$ cat config.mk
export PLATFORM = sky130hd
export DESIGN_NAME = perf_monitor_flat
export DESIGN_NICKNAME = d
export VERILOG_FILES = /design/src/rtl/perf_monitor_pkg.sv /design/src/rtl/perf_monitor_if.sv /design/src/rtl/perf_trace_fifo.sv /design/src/rtl/perf_monitor.sv /design/src/flat_wrapper.sv
export SDC_FILE = /design/constraint.sdc
export NUM_CORES = 1
export LEC_CHECK = 0
export CORE_ASPECT_RATIO = 1.5
export CORE_MARGIN = 1
export CORE_UTILIZATION = 58
export DETAILED_ROUTE_END_ITERATION = 8
export PLACE_DENSITY_LB_ADDON = 0.25
export SLEW_MARGIN = 20
export SYNTH_ARGS = -nofsm -noshare
export SYNTH_HDL_FRONTEND = slang
export SYNTH_SLANG_ARGS = --single-unit
$ cat constraint.sdc
create_clock -name clk_i -period 3.16 [get_ports clk_i]
set_input_delay 0.316 -clock clk_i [delete_from_list [all_inputs] [get_ports clk_i]]
set_output_delay 0.316 -clock clk_i [all_outputs]
set_load 0.03 [all_outputs]
$ cat src/rtl/perf_monitor_pkg.sv
// perf_pkg: shared types and constants for the pipeline performance monitor.
//   state_t  : monitor FSM state (IDLE / RUN / HALTED)
//   SEL_*    : rd_sel_i encoding for the counter read port
package perf_pkg;

  typedef enum logic [1:0] {
    IDLE   = 2'd0,
    RUN    = 2'd1,
    HALTED = 2'd2
  } state_t;

  localparam logic [1:0] SEL_CYCLE  = 2'd0;
  localparam logic [1:0] SEL_STALL  = 2'd1;
  localparam logic [1:0] SEL_FLUSH  = 2'd2;
  localparam logic [1:0] SEL_RETIRE = 2'd3;

endpackage

$ cat src/rtl/perf_monitor_if.sv
// perf_monitor_if: bundle of the CPU event strobes, the counter read port and
// the optional flush-trace port of perf_monitor.
//   master modport : the CPU/host side (drives events, select, trace pop)
//   slave modport  : the monitor side (drives counts, status, trace head)
// Parameter CNT_W sets the width of rd_data_o.
// The trace signals exist only when PERF_TRACE_EN is defined.
// `state` is a debug copy of the monitor FSM state.
interface perf_monitor_if #(
  parameter int CNT_W = 32
);
  import perf_pkg::*;

  logic             start_i;
  logic             stall_i;
  logic             jump_i;
  logic             branch_i;
  logic             flush_i;
  logic [31:0]      pc_i;
  logic             retire_i;
  logic [1:0]       rd_sel_i;
  logic [CNT_W-1:0] rd_data_o;
  logic             running_o;
  logic             halt_o;
  state_t           state;
`ifdef PERF_TRACE_EN
  logic             trace_pop_i;
  logic             trace_valid_o;
  logic [31:0]      trace_pc_o;
  logic             trace_ovf_o;

  modport master (
    output start_i, stall_i, jump_i, branch_i, flush_i, pc_i, retire_i,
           rd_sel_i, trace_pop_i,
    input  rd_data_o, running_o, halt_o, state,
           trace_valid_o, trace_pc_o, trace_ovf_o
  );
  modport slave (
    input  start_i, stall_i, jump_i, branch_i, flush_i, pc_i, retire_i,
           rd_sel_i, trace_pop_i,
    output rd_data_o, running_o, halt_o, state,
           trace_valid_o, trace_pc_o, trace_ovf_o
  );
`else
  modport master (
    output start_i, stall_i, jump_i, branch_i, flush_i, pc_i, retire_i,
           rd_sel_i,
    input  rd_data_o, running_o, halt_o, state
  );
  modport slave (
    input  start_i, stall_i, jump_i, branch_i, flush_i, pc_i, retire_i,
           rd_sel_i,
    output rd_data_o, running_o, halt_o, state
  );
`endif
endinterface

$ cat src/rtl/perf_trace_fifo.sv
// perf_trace_fifo: synchronous first-word-fall-through FIFO with a sticky
// overflow flag, used to record the PC of each counted flush.
//   clk_i, rst_i : clock, synchronous active-high reset
//   push_i/data_i: write request and data
//   pop_i        : remove head (ignored when empty)
//   valid_o      : FIFO non-empty; data_o is the head entry
//   ovf_o        : sticky, set when a push is dropped because the FIFO is full
// DEPTH must be a power of two so the pointers wrap naturally.
module perf_trace_fifo #(
  parameter int W     = 32,
  parameter int DEPTH = 8
) (
  input  logic         clk_i,
  input  logic         rst_i,
  input  logic         push_i,
  input  logic [W-1:0] data_i,
  input  logic         pop_i,
  output logic         valid_o,
  output logic [W-1:0] data_o,
  output logic         ovf_o
);
  localparam int AW = (DEPTH > 1) ? $clog2(DEPTH) : 1;

  logic [W-1:0]  mem [DEPTH];
  logic [AW-1:0] wr_ptr;
  logic [AW-1:0] rd_ptr;
  logic [AW:0]   count;
  logic          full;
  logic          empty;
  logic          pop_eff;
  logic          push_eff;

  assign full    = (count == (AW+1)'(DEPTH));
  assign empty   = (count == '0);
  assign pop_eff = pop_i & ~empty;
  // A push into a full FIFO still lands when the head leaves on the same edge.
  assign push_eff = push_i & (~full | pop_eff);

  always_ff @(posedge clk_i) begin
    if (push_eff) begin
      mem[wr_ptr] <= data_i;
    end
  end

  always_ff @(posedge clk_i) begin
    if (rst_i) begin
      wr_ptr <= '0;
      rd_ptr <= '0;
      count  <= '0;
      ovf_o  <= 1'b0;
    end else begin
      if (push_eff) wr_ptr <= wr_ptr + AW'(1);
      if (pop_eff)  rd_ptr <= rd_ptr + AW'(1);
      count <= count + (AW+1)'(push_eff) - (AW+1)'(pop_eff);
      if (push_i & ~push_eff) ovf_o <= 1'b1;
    end
  end

  assign valid_o = ~empty;
  assign data_o  = mem[rd_ptr];

endmodule

$ cat src/rtl/perf_monitor.sv
// perf_monitor: cycle-accurate pipeline event monitor.
// Counts cycles, qualified stalls, flushes and retired instructions from the
// first edge with start_i high, for CYCLE_LIMIT cycles, then freezes and
// raises halt_o. Counters saturate at all-ones.
//   clk_i, rst_i : clock, synchronous active-high reset
//   bus (slave)  : event strobes, counter select/read, status, trace port
// Parameters: CNT_W (counter width), CYCLE_LIMIT (1 .. 2^CNT_W-1),
//             TRACE_DEPTH (power of two, trace FIFO entries).
// Build option: define PERF_TRACE_EN to add the flush-trace FIFO
// (perf_trace_fifo) and its trace_* signals; counter behaviour is unchanged.
module perf_monitor
  import perf_pkg::*;
#(
  parameter int CNT_W       = 32,
  parameter int CYCLE_LIMIT = 30,
  parameter int TRACE_DEPTH = 8
) (
  input logic           clk_i,
  input logic           rst_i,
  perf_monitor_if.slave bus
);
  localparam logic [CNT_W-1:0] CNT_MAX = '1;
  localparam logic [CNT_W-1:0] LIMIT   = CNT_W'(CYCLE_LIMIT);

  state_t           state;
  logic [CNT_W-1:0] cyc_cnt;
  logic [CNT_W-1:0] stall_cnt;
  logic [CNT_W-1:0] flush_cnt;
  logic [CNT_W-1:0] retire_cnt;
  logic [CNT_W-1:0] cyc_inc;
  logic             counting;
  logic             stall_evt;

  function automatic logic [CNT_W-1:0] sat_inc(input logic [CNT_W-1:0] v);
    return (v == CNT_MAX) ? v : v + CNT_W'(1);
  endfunction

  // The start edge itself is counted cycle 1, so IDLE with start_i counts.
  assign counting  = (state == RUN) || ((state == IDLE) && bus.start_i);
  // A stall that coincides with a jump/branch is a control redirect, not a
  // data hazard, and is not counted.
  assign stall_evt = bus.stall_i & ~bus.jump_i & ~bus.branch_i;
  assign cyc_inc   = sat_inc(cyc_cnt);

  always_ff @(posedge clk_i) begin
    if (rst_i) begin
      state         <= IDLE;
      bus.running_o <= 1'b0;
      bus.halt_o    <= 1'b0;
    end else begin
      case (state)
        IDLE, RUN: begin
          if (counting) begin
            if (cyc_inc == LIMIT) begin
              state         <= HALTED;
              bus.running_o <= 1'b0;
              bus.halt_o    <= 1'b1;
            end else begin
              state         <= RUN;
              bus.running_o <= 1'b1;
              bus.halt_o    <= 1'b0;
            end
          end
        end
        HALTED: begin
          state <= HALTED;
        end
        default: begin
          state         <= IDLE;
          bus.running_o <= 1'b0;
          bus.halt_o    <= 1'b0;
        end
      endcase
    end
  end

  always_ff @(posedge clk_i) begin
    if (rst_i) begin
      cyc_cnt    <= '0;
      stall_cnt  <= '0;
      flush_cnt  <= '0;
      retire_cnt <= '0;
    end else if (counting) begin
      cyc_cnt <= cyc_inc;
      if (stall_evt)    stall_cnt  <= sat_inc(stall_cnt);
      if (bus.flush_i)  flush_cnt  <= sat_inc(flush_cnt);
      if (bus.retire_i) retire_cnt <= sat_inc(retire_cnt);
    end
  end

  // Read port samples the pre-update registers, i.e. the value left by the
  // previous edge.
  always_ff @(posedge clk_i) begin
    if (rst_i) begin
      bus.rd_data_o <= '0;
    end else begin
      case (bus.rd_sel_i)
        SEL_CYCLE:  bus.rd_data_o <= cyc_cnt;
        SEL_STALL:  bus.rd_data_o <= stall_cnt;
        SEL_FLUSH:  bus.rd_data_o <= flush_cnt;
        default:    bus.rd_data_o <= retire_cnt;
      endcase
    end
  end

  assign bus.state = state;

`ifdef PERF_TRACE_EN
  perf_trace_fifo #(
    .W     (32),
    .DEPTH (TRACE_DEPTH)
  ) u_trace (
    .clk_i   (clk_i),
    .rst_i   (rst_i),
    .push_i  (counting & bus.flush_i),
    .data_i  (bus.pc_i),
    .pop_i   (bus.trace_pop_i),
    .valid_o (bus.trace_valid_o),
    .data_o  (bus.trace_pc_o),
    .ovf_o   (bus.trace_ovf_o)
  );
`else
  logic unused_pc;
  assign unused_pc = ^bus.pc_i;
`endif

endmodule

$ cat src/flat_wrapper.sv
// flat-port wrapper written by rule: the top's interface ports become plain ports
module perf_monitor_flat import perf_pkg::*;
#(
  parameter int CNT_W       = 32,
  parameter int CYCLE_LIMIT = 30,
  parameter int TRACE_DEPTH = 8
)
  (clk_i, rst_i, bus_start_i, bus_stall_i, bus_jump_i, bus_branch_i, bus_flush_i, bus_pc_i, bus_retire_i, bus_rd_sel_i, bus_rd_data_o, bus_running_o, bus_halt_o, bus_state);
  perf_monitor_if #(.CNT_W(CNT_W)) bus_i ();
  input logic clk_i;
  input logic rst_i;
  input wire logic [$bits(bus_i.start_i)-1:0] bus_start_i;
  input wire logic [$bits(bus_i.stall_i)-1:0] bus_stall_i;
  input wire logic [$bits(bus_i.jump_i)-1:0] bus_jump_i;
  input wire logic [$bits(bus_i.branch_i)-1:0] bus_branch_i;
  input wire logic [$bits(bus_i.flush_i)-1:0] bus_flush_i;
  input wire logic [$bits(bus_i.pc_i)-1:0] bus_pc_i;
  input wire logic [$bits(bus_i.retire_i)-1:0] bus_retire_i;
  input wire logic [$bits(bus_i.rd_sel_i)-1:0] bus_rd_sel_i;
  output wire logic [$bits(bus_i.rd_data_o)-1:0] bus_rd_data_o;
  output wire logic [$bits(bus_i.running_o)-1:0] bus_running_o;
  output wire logic [$bits(bus_i.halt_o)-1:0] bus_halt_o;
  output wire logic [$bits(bus_i.state)-1:0] bus_state;
  assign bus_i.start_i = bus_start_i;
  assign bus_i.stall_i = bus_stall_i;
  assign bus_i.jump_i = bus_jump_i;
  assign bus_i.branch_i = bus_branch_i;
  assign bus_i.flush_i = bus_flush_i;
  assign bus_i.pc_i = bus_pc_i;
  assign bus_i.retire_i = bus_retire_i;
  assign bus_i.rd_sel_i = bus_rd_sel_i;
  assign bus_rd_data_o = bus_i.rd_data_o;
  assign bus_running_o = bus_i.running_o;
  assign bus_halt_o = bus_i.halt_o;
  assign bus_state = bus_i.state;
  perf_monitor #(.CNT_W(CNT_W), .CYCLE_LIMIT(CYCLE_LIMIT), .TRACE_DEPTH(TRACE_DEPTH)) u_core (.clk_i(clk_i), .rst_i(rst_i), .bus(bus_i));
endmodule
==> results.cfg <==
[run_status]
status = finished clean

[timing]
grt_setup_unrepaired = false
max_slew.worst_pin.slew_ns = 0.692
finalCritPeriodShare_pct = 92.0
hold_viol = 0
fmax_mhz = 344
worst_hold_slack_ns = 0.424
min_period_ns = 2.91
finalSetupViolCount = 0
slew_headroom_pct = 53.2
clock_skew_ns = 0.00867
slew_violations = 0
fin_tns_setup_ns = 0

[synthesis]
synth_warnings = 0
synthesis.area_sq_mm = 0.00839
synth-edff-count = 0
seq_area_frac_synth_pct = 39.1
synthFlopType = dfxtp_1
avgSynthCellArea_sq_um = 8.85
async_flop_share_pct = 0
synth_nets = 994
synth_cell_types = 57
synth_cells = 948
synth_seq_cells = 164

[detailed_routing]
via_per_inst = 6.02
drtAntennaViolNets = 0
dr.pass1.iters = 6
wirelength_microns = 21800
vias = 7268
drt-initial-drc-count = 487
route.detailed.drc = 0
routedWlPerCell_microns = 18.1

[worst_setup_path]
critPathMaxStageDelay_ns = 0.55
crit_buf_inv = 1
crit_path_start_kind = flop
critPathCaptureType = flop
critical-path-top-delay-family = simple AND/OR/NAND/NOR gates
crit_chain = nand3_2, or3_1, nor4_4, nand3_1, a2111o_1, nor4_2, buf_4, a311oi_1
critPathKind = flop to flop
cp_slowest_cell = or3_1
required_ns = 3.46
crit_arrival_ns = 3.21
worst-path-max-fanout = 15

[floorplanning]
core_area_sq_mm = 0.0141
dieHeight_microns = 149
dieArea_sq_mm = 0.0150
num_io_pins = 78
rows = 53
dieWidth_microns = 100
initial_utilization_pct = 59.7

[cells_and_area]
final_util_pct = 69.8
diodes = 0
layout_commonest_cell = dfxtp_1
area_growth_pct = 16.9
stdcell_area_sq_mm = 0.00981
mostFrequentLayoutCells = dfxtp_1, nor2_1, nand2_1
layout.nets = 1049
drive_gt1_share_pct = 13.0

[cts]
insertion_delay_ns = 0.42
holdBufCountCts = 0
post_cts_buffers = 0
htree_levels = 4
cts_root_buffer = clkbuf_16
numCtsBuffers = 17
ctsResizeCount = 0
clk_pin_slew_ns = 0.07
cts_sinks = 164
cts_tree = yes
cts.path.max_buffers = 2

[run]
drv_cap = 0

[global_route]
overflow = 0
grt_pass1_wl_microns = 35000
grt_pass1_vias = 6977
grt_max_degree = 72
antenna_found_initial = 0
grt_use_total_pct = 30.4

[power]
power.density_mw_per_mm2 = 449
ir_drop_v = 0.000322
p_leak_uw = 0.00329
power.total_uw = 4410

[place]
dp_hpwl_microns = 15900
io_buffer_count = 45
place_area_sq_mm = 0.00921
gp_congestion = 0.981

[hold_path]
min_path_type = input port to flop
report_power, final:
group          switching [uW]  internal [uW]
combinational             109           68.5
sequential               13.1           2080
clock                     882           1250
total                    1000           3400
flip-flops by register name (all words and copies together), names as in the netlist:
name                  flops
u_core.bus.halt_o         1
u_core.bus.rd_data_o     32
u_core.bus.running_o      1
u_core.bus.state          2
u_core.cyc_cnt           32
u_core.flush_cnt         32
u_core.retire_cnt        32
u_core.stall_cnt         32
synthesized netlist by cell type (30+ instances only):
cell type,instances,area [sq um]
nand4_1,50,313
mux4_2,32,721
nor2_1,129,484
nand3_1,46,230
nor2b_1,34,213
dfxtp_1,164,3280
xnor2_1,45,394
or3_1,31,194
xor2_1,66,578
a21oi_1,30,150
clkbuf_1,38,143
nand2_1,71,267
per-layer routing:
layer  track usage [%]  up-vias  share of wire, %
li1                  -     3462                 -
met2              51.8      258                50
met3              4.26       78               4.9
met1              36.4     3470                40
met5                 0        -                 0
met4              17.2        0               4.9
path summary, 6_finish.rpt:
check / from / end / slack, ns / depth (start not counted)
max: u_core.cyc_cnt[3] / u_core.bus.running_o / 0.25 / 8
min: rst_i / u_core.cyc_cnt[25] / 0.42 / 2
max reg2reg: u_core.cyc_cnt[3] / u_core.bus.running_o / 0.25 / 8
min reg2reg: u_core.stall_cnt[1] / u_core.stall_cnt[1] / 0.49 / 2
through the flow:
stage          setup WS, ns  instances
2_1_floorplan         0.521        948
3_3_place_gp          0.330       1176
3_5_place_dp          0.301       1176
4_1_cts               0.278       1207
5_1_grt               0.127       1207
6_report              0.252       1207
final cells by class:
type,count,area [sq um]
timing repair buffer,95,831
tap,192,240
multi-input combinational,710,4800
inverter,15,56.3
clock buffer,18,429
clock inverter,13,175
fill,1114,4250
sequential,164,3280
worst register-to-register path, delay by kind of cell (launching register included):
family                 cells  cell delay (ns)
and+or+nand+nor            5             1.65
AOI/OAI and AO/OA          2             0.51
DFF                        1             0.46
buffers and inverters      1             0.17
cell families after synthesis:
logic type | Yosys count | share of synthesized area, %
fa+ha+maj | 4 | 0.596
compound gates | 88 | 6.31
flops | 164 | 39.1
xor+xnor | 111 | 11.6
simple gates | 470 | 29.5
buf+inv | 74 | 3.73
mux | 37 | 9.20
No activity file was read; power rests on OpenSTA's default activity.
